==> src/rtl/cond_unit.sv <==
// cond_unit: holds NZCV, evaluates the condition field and gates the decoder's commit strobes.
// Define COND_PERF_CNT_EN to add the exec_count/squash_count performance counters.
module cond_unit (
    input  logic        clk,
    input  logic        reset_n,
    input  logic        en,
    input  logic [3:0]  Cond,
    input  logic [3:0]  ALUFlags,
    input  logic [1:0]  FlagW,
    input  logic        PCS,
    input  logic        RegW,
    input  logic        MemW,
    output logic        PCSrc,
    output logic        RegWrite,
    output logic        MemWrite,
    output logic        CondEx,
    output logic [3:0]  Flags
`ifdef COND_PERF_CNT_EN
    ,
    output logic [31:0] exec_count,
    output logic [31:0] squash_count
`endif
);
    logic [1:0] nz, cv;
    logic       n, z, c, v, go;

    assign Flags      = {nz, cv};
    assign {n, z, c, v} = Flags;

    always_comb begin
        CondEx = 1'b0;
        case (Cond)
            4'b0000: CondEx = z;
            4'b0001: CondEx = !z;
            4'b0010: CondEx = c;
            4'b0011: CondEx = !c;
            4'b0100: CondEx = n;
            4'b0101: CondEx = !n;
            4'b0110: CondEx = v;
            4'b0111: CondEx = !v;
            4'b1000: CondEx = c & !z;
            4'b1001: CondEx = !c | z;
            4'b1010: CondEx = n == v;
            4'b1011: CondEx = n != v;
            4'b1100: CondEx = !z & (n == v);
            4'b1101: CondEx = z | (n != v);
            4'b1110: CondEx = 1'b1;
            default: CondEx = 1'b0;
        endcase
    end

    // reset_n gates the strobes so nothing commits while the core is held in reset
    assign go       = reset_n & en & CondEx;
    assign PCSrc    = go & PCS;
    assign RegWrite = go & RegW;
    assign MemWrite = go & MemW;

    always_ff @(posedge clk or negedge reset_n) begin
        if (!reset_n) begin
            nz <= 2'b00;
            cv <= 2'b00;
        end else begin
            if (go & FlagW[1]) nz <= ALUFlags[3:2];
            if (go & FlagW[0]) cv <= ALUFlags[1:0];
        end
    end

`ifdef COND_PERF_CNT_EN
    always_ff @(posedge clk or negedge reset_n) begin
        if (!reset_n) begin
            exec_count   <= 32'd0;
            squash_count <= 32'd0;
        end else if (en) begin
            if (CondEx) exec_count <= exec_count + 32'd1;
            else squash_count <= squash_count + 32'd1;
        end
    end
`endif
endmodule

==> config.mk <==
export PLATFORM = sky130hd
export DESIGN_NAME = cond_unit
export DESIGN_NICKNAME = d
export VERILOG_FILES = /design/src/rtl/cond_unit.sv
export SDC_FILE = /design/constraint.sdc
export NUM_CORES = 1
export LEC_CHECK = 0
export CAP_MARGIN = 10
export CELL_PAD_IN_SITES_DETAIL_PLACEMENT = 2
export CELL_PAD_IN_SITES_GLOBAL_PLACEMENT = 2
export CORE_MARGIN = 5
export CORE_UTILIZATION = 19
export DETAILED_ROUTE_END_ITERATION = 16
export GPL_TIMING_DRIVEN = 0
export PLACE_DENSITY = 0.73
export SLEW_MARGIN = 20
export SYNTH_ARGS = -nofsm -noshare
export SYNTH_HDL_FRONTEND = slang
export SYNTH_SLANG_ARGS = --single-unit
==> constraint.sdc <==
create_clock -name clk -period 2.45 [get_ports clk]
set_clock_uncertainty 0.05 [all_clocks]
set_input_delay 0.49 -clock clk [delete_from_list [all_inputs] [get_ports clk]]
set_output_delay 0.49 -clock clk [all_outputs]
set_load 0.005 [all_outputs]
==> flow_metrics.env, run 1 <==
export IMPL_cp_top_family="compound AO/OA/AOI/OAI gates"
export IMPL_internal_power_w=0.000486
export IMPL_final_cells=111
export IMPL_crit_path_top_delay_cell="dfrtp_2"
export IMPL_worstPathCellList="buf_4 -> nor2_2 -> nand3_2 -> a311o_1 -> buf_4 -> a21oi_4 -> and2_4 -> buf_2"
export IMPL_tritoncts="yes"
export IMPL_num_vias=524
export IMPL_antenna_found_initial=0
export IMPL_cp_common_cell="buf_4"
export IMPL_overflow=0
export IMPL_wl_met2_um=1190
export IMPL_ys_ff_latch=4
export IMPL_vias_per_cell=4.72
export IMPL_cts_clk_slew_worst_paths_ns=0.04
export IMPL_drv_slew=0
export IMPL_die_area_mm2=0.00315
export IMPL_fin_crit_sh=1.03
export IMPL_gp_congestion=0.697
export IMPL_fin_ws_ns=-0.0625
export IMPL_synth_top_family_by_area="simple AND/OR/NAND/NOR gates"
export IMPL_rsz0062_at_grt="yes"
export IMPL_power_frac_seq=0.236
export IMPL_drt_met1_wl_um=735
export IMPL_track_usage=0.132
export IMPL_routedWlPerCell_um=18.1
export IMPL_place_area_um2=658
export IMPL_synth_compound_area_share=0.220
export IMPL_initial_core_util=0.202
export IMPL_violations="negative setup slack"
export IMPL_highest_layer="met4"
export IMPL_n_antenna_cell=0
export IMPL_status="complete, but fails checks"
export IMPL_first_pass_iters=3
export IMPL_ir_drop_v=0.000451
export IMPL_cts_root_buffer="clkbuf_4"
export IMPL_synth_mux_area_fraction=0.136
export IMPL_combPwrFrac=0.657
export IMPL_final_core_util=0.433
export IMPL_critPathCaptureType="primary output"
export IMPL_min_path_type="primary input to asynchronous set/reset pin"
export IMPL_design_area_um2=866
export IMPL_yosys_warnings=0
export IMPL_setup_viol=4
export IMPL_yosysSeqAreaShare=0.248
export IMPL_hold_violations=0
export IMPL_p_switching_w=0.000274
export IMPL_grt_max_degree=10
export IMPL_dieWidth_um=56.1
export IMPL_synth_cell_type_count=25
export IMPL_hold_buffers=0
export IMPL_cp_data_required_time_ns=1.91
export IMPL_worst_path_buf_inv=3
export IMPL_clkSinkCount=4
export IMPL_max_slew_margin=0.782
export IMPL_fin_setup_tns_ns=-0.192
export IMPL_port_buffers=22
export IMPL_synthXorXnorAreaFrac=0.0650
export IMPL_nNetsFinal=102
export IMPL_areaGrowthSynthToFinish_pct=114
export IMPL_p_leak_nw=0.355
export IMPL_worstPathArrival_ns=1.97
export IMPL_avgSynthCellArea_um2=9.18
export IMPL_fin_total_pwr_w=0.000760
export IMPL_ioPinCount=24
export IMPL_drive_gt1_frac=0.536
export IMPL_max_stage_delay_ns=0.44
export IMPL_cts_buffer_depth=2
export IMPL_fillers=222
export IMPL_die_h_um=56.1
export IMPL_finalCriticalPeriod_ns=2.51
export IMPL_dp_hpwl_um=1190
export IMPL_drv_cap=0
export IMPL_synth_simple_area_share=0.266
export IMPL_syn_inst=44
export IMPL_std_cell_rows=16
export IMPL_crit_fanout=7
export IMPL_tightest_slew_ns=0.327
export IMPL_grt_pass1_vias=646
export IMPL_syn_num_nets=60
export IMPL_drc=0
export IMPL_netlist_area_um2=404
export IMPL_cts_max_level=1
export IMPL_core_mm2=0.00200
export IMPL_p_per_area_mw_per_mm2=878
export IMPL_dp_cells=93
export IMPL_cts_inserted_buffers=3
export IMPL_grt_pass1_wl_um=3210
export IMPL_wl_met3_um=60
export IMPL_first_iter_violations=4
export IMPL_max_freq_mhz=398
export IMPL_path_class="register to primary output"
export IMPL_clkLatencyLatePin_ns=0.23
export IMPL_p_clk_frac=0.107
export IMPL_drtAntennaViolNets=0
export IMPL_wl_um=2010
export IMPL_crit_path_start_kind="register"
export IMPL_synth_adder_area_share=0
export IMPL_switching_share=0.361
-- layout make-up --
type                    instances  area [um^2]  share of cell area
multi-input cells              37          350               0.405
repair buffers                 37          328               0.379
flip-flops and latches          4          105               0.121
well taps                      27         33.8              0.0390
clock buffers                   3         22.5              0.0260
plain buffers                   2         22.5              0.0260
inverters                       1         3.75             0.00434
-- Yosys cell counts --
master,count,area [um^2]
and2_1,4,25.0
inv_1,1,3.75
xnor2_1,2,17.5
or2b_1,1,7.51
mux2i_1,1,10.0
nand3b_1,1,7.51
nand2b_1,1,6.26
nor2_1,1,3.75
a311o_1,1,10.0
a211o_1,1,8.76
dfrtp_1,4,100
nand2_1,3,11.3
nand3_1,4,20.0
o221ai_1,1,8.76
or4b_1,1,10.0
xor2_1,1,8.76
a311oi_2,1,15.0
a2bb2oi_1,1,8.76
nand4b_1,1,8.76
o211ai_1,1,7.51
mux2_2,4,45.0
buf_6,2,22.5
o32a_1,1,10.0
nor3b_1,1,7.51
a21oi_1,4,20.0
-- path summary, 6_finish.rpt --
| check | start | to | slack [ns] | cells after the start |
|---|---|---|---|---|
| max in group asynchronous | reset_n | nz[0] | 1.65 | 1 |
| hold reg to reg | nz[1] | nz[1] | 0.60 | 1 |
| min in group clk | nz[1] | nz[1] | 0.60 | 1 |
| setup / recovery | nz[0] | PCSrc | -0.06 | 8 |
| hold / removal | reset_n | nz[1] | 0.46 | 1 |
| setup reg to reg | nz[0] | nz[0] | 0.22 | 7 |
-- power by group through the flow --
stage | clock, W | sequential, W | combinational, W
2_1_floorplan | 0 | 0.000145 | 0.000142
3_3_place_gp | 0 | 0.000152 | 0.000280
3_5_place_dp | 0 | 0.000155 | 0.000292
4_1_cts | 0.0000853 | 0.000158 | 0.000405
5_1_grt | 0.0000851 | 0.000186 | 0.000531
6_report | 0.0000814 | 0.000179 | 0.000499
-- cell families after synthesis --
group | Yosys count
DFF | 4
and+or+nand+nor | 18
buffers and inverters | 3
xor gates and xnor gates | 3
AOI/OAI and AO/OA | 11
muxes | 5
-- flip-flops by register name (all words and copies together) (netlist names) --
register,flops
cv,2
nz,2
-- layer usage --
metal | up-vias | track usage
met2 | 13 | 0.262
met4 | 0 | 0.0678
met1 | 257 | 0.127
met5 | - | 0
met3 | 4 | 0.0209
li1 | 250 | -
-- stage by stage --
step           worst slack, ns  hold WS (ns)
3_5_place_dp            -0.902         0.549
6_report               -0.0625         0.455
2_1_floorplan            0.214         0.144
5_1_grt                 -0.150         0.487
4_1_cts                -0.0530         0.453
3_3_place_gp            -0.857         0.538
-- what timing repair did --
item                                    4_1_cts  5_1_grt
pin swaps                                    10        4
gates resized for setup                      41        8
endpoints found under the setup margin        6        4
setup buffers                                12        3
-- cells in the final DEF, fill, tap and decap left out, drive strengths merged, types with 2 or more instances in the layout --
cell type,instances
buf,23
clkdlybuf4s50,15
mux2,4
dfrtp,4
nand3,4
and2,4
a21oi,4
nand2,3
clkbuf,3
xnor2,2
Power figures use the tool's default switching activity.
==> inputs of run 2 (changes only) <==
--- a/config.mk
+++ b/config.mk
@@ -13,6 +13,7 @@
 export DETAILED_ROUTE_END_ITERATION = 16
 export GPL_TIMING_DRIVEN = 0
 export PLACE_DENSITY = 0.73
+export REMOVE_ABC_BUFFERS = 1
 export SLEW_MARGIN = 20
 export SYNTH_ARGS = -nofsm -noshare
 export SYNTH_HDL_FRONTEND = slang
==> flow_metrics.env, run 2 (synthesis results as in run 1) <==
export IMPL_first_pass_iters=4
export IMPL_hold_violations=0
export IMPL_worstPathArrival_ns=1.94
export IMPL_std_cell_rows=16
export IMPL_cts_max_level=1
export IMPL_drc=0
export IMPL_dp_slack_ns=-1.02
export IMPL_initial_core_util=0.202
export IMPL_areaGrowthSynthToFinish_pct=85.8
export IMPL_clkSinkCount=4
export IMPL_ioPinCount=24
export IMPL_dieWidth_um=56.1
export IMPL_max_freq_mhz=404
export IMPL_final_common_cell="clkdlybuf4s50_1"
export IMPL_n_antenna_cell=0
export IMPL_r2r_start="cv[1]"
export IMPL_crit_fanout=4
export IMPL_p_leak_nw=0.302
export IMPL_port_buffers=23
export IMPL_drv_cap=0
export IMPL_tightest_slew_ns=0.282
export IMPL_gp_congestion=0.687
export IMPL_reg2reg_to="nz[1]"
export IMPL_setup_viol=2
export IMPL_drive_gt1_frac=0.419
export IMPL_r2r_setup_slack_ns=0.20
export IMPL_crit_path_start_kind="register"
export IMPL_dp_hpwl_um=1110
export IMPL_grt_pass1_vias=530
export IMPL_cts_buffer_depth=2
export IMPL_cts_clk_slew_worst_paths_ns=0.04
export IMPL_fin_ws_ns=-0.0260
export IMPL_fin_setup_tns_ns=-0.0510
export IMPL_hold_buffers=0
export IMPL_track_usage=0.109
export IMPL_max_slew_margin=0.807
export IMPL_fin_crit_sh=1.01
export IMPL_reg_top3="cv (2), nz (2)"
export IMPL_first_iter_violations=3
export IMPL_rsz0062_at_grt="yes"
export IMPL_fillers=222
export IMPL_grt_max_degree=13
export IMPL_die_area_mm2=0.00315
export IMPL_min_path_type="primary input to asynchronous set/reset pin"
export IMPL_regArea_um2=103
export IMPL_num_vias=470
export IMPL_tritoncts="yes"
export IMPL_cp_data_required_time_ns=1.91
export IMPL_grt_pass1_wl_um=2690
export IMPL_die_h_um=56.1
export IMPL_path_class="register to primary output"
export IMPL_multi_input_area_um2=328
export IMPL_finalCriticalPeriod_ns=2.48
export IMPL_violations="negative setup slack"
export IMPL_routedWlPerCell_um=15.8
export IMPL_antenna_found_initial=0
export IMPL_vias_per_cell=4.65
export IMPL_drv_slew=0
export IMPL_nNetsFinal=92
export IMPL_cts_root_buffer="clkbuf_4"
export IMPL_core_mm2=0.00200
export IMPL_ir_drop_v=0.000395
export IMPL_cts_inserted_buffers=3
export IMPL_layout_common_cells="15 x clkdlybuf4s50_1, 6 x buf_4"
export IMPL_critPathCaptureType="primary output"
export IMPL_p_per_area_mw_per_mm2=793
export IMPL_r2r_cells=7
export IMPL_clkLatencyLatePin_ns=0.23
export IMPL_overflow=0
export IMPL_status="complete, but fails checks"
export IMPL_wl_um=1590
export IMPL_drtAntennaViolNets=0
## run 2: changes by cell type in the layout (fill, tap and decap cells not counted), sizes merged
cell	change
buf	-9
dlygate4sd2	-1
## run 2: worst max path at each step
stage                  from        to  slack [ns]  cells after the start
floorplan           Cond[1]  MemWrite        0.32                      5
global placement    Cond[0]  RegWrite       -0.98                      7
detailed placement  Cond[0]     PCSrc       -1.02                      7
CTS                   cv[1]  RegWrite       -0.01                      7
global route          cv[1]  RegWrite       -0.12                      7
finish                cv[1]     PCSrc       -0.03                      7
## run 2: critical path, cell delays in order, from the launching register on
cell	delay [ns]
dfrtp_2	0.44
or2b_1	0.24
a2bb2oi_1	0.14
a311o_1	0.40
a21oi_2	0.16
buf_4	0.12
and2_4	0.12
buf_6	0.09
## run 2: area by class of cell
type | instances | area share
Clock buffer | 3 | 0.0300
Inverter | 1 | 0.00500
Multi-Input combinational cell | 37 | 0.437
Sequential cell | 4 | 0.137
Tap cell | 27 | 0.0450
Timing Repair Buffer | 29 | 0.347
## run 2: repair_timing
item / CTS / global route
setup endpoints to repair: 8 / 4
pin swaps: 8 / 1
resized for setup: 49 / 3
setup buffers: 4 / 2
## run 2: power breakdown
group	switching [W]	internal [W]	total [W]
Combinational	0.000126	0.000226	0.000352
Clock	0.0000245	0.0000546	0.0000791
Sequential	0.0000602	0.000103	0.000164
Total	0.000211	0.000384	0.000595
## run 2: per-layer routing
metal | wire, um | track usage
met1 | 674 | 0.131
met2 | 877 | 0.190
met3 | 42 | 0.0139
met4 | 0 | 0.0508
met5 | 0 | 0
## run 2: through the flow
step                area (um^2)   util  total power (W)  instances  hold WS, ns
finish                      751  0.375         0.000595        101        0.450
global route                751  0.375         0.000641        101        0.468
CTS                         739  0.369         0.000589         99        0.446
detailed placement          646  0.323         0.000438         92        0.555
global placement            646  0.323         0.000431         92        0.556
floorplan                   382      -         0.000281         42        0.144
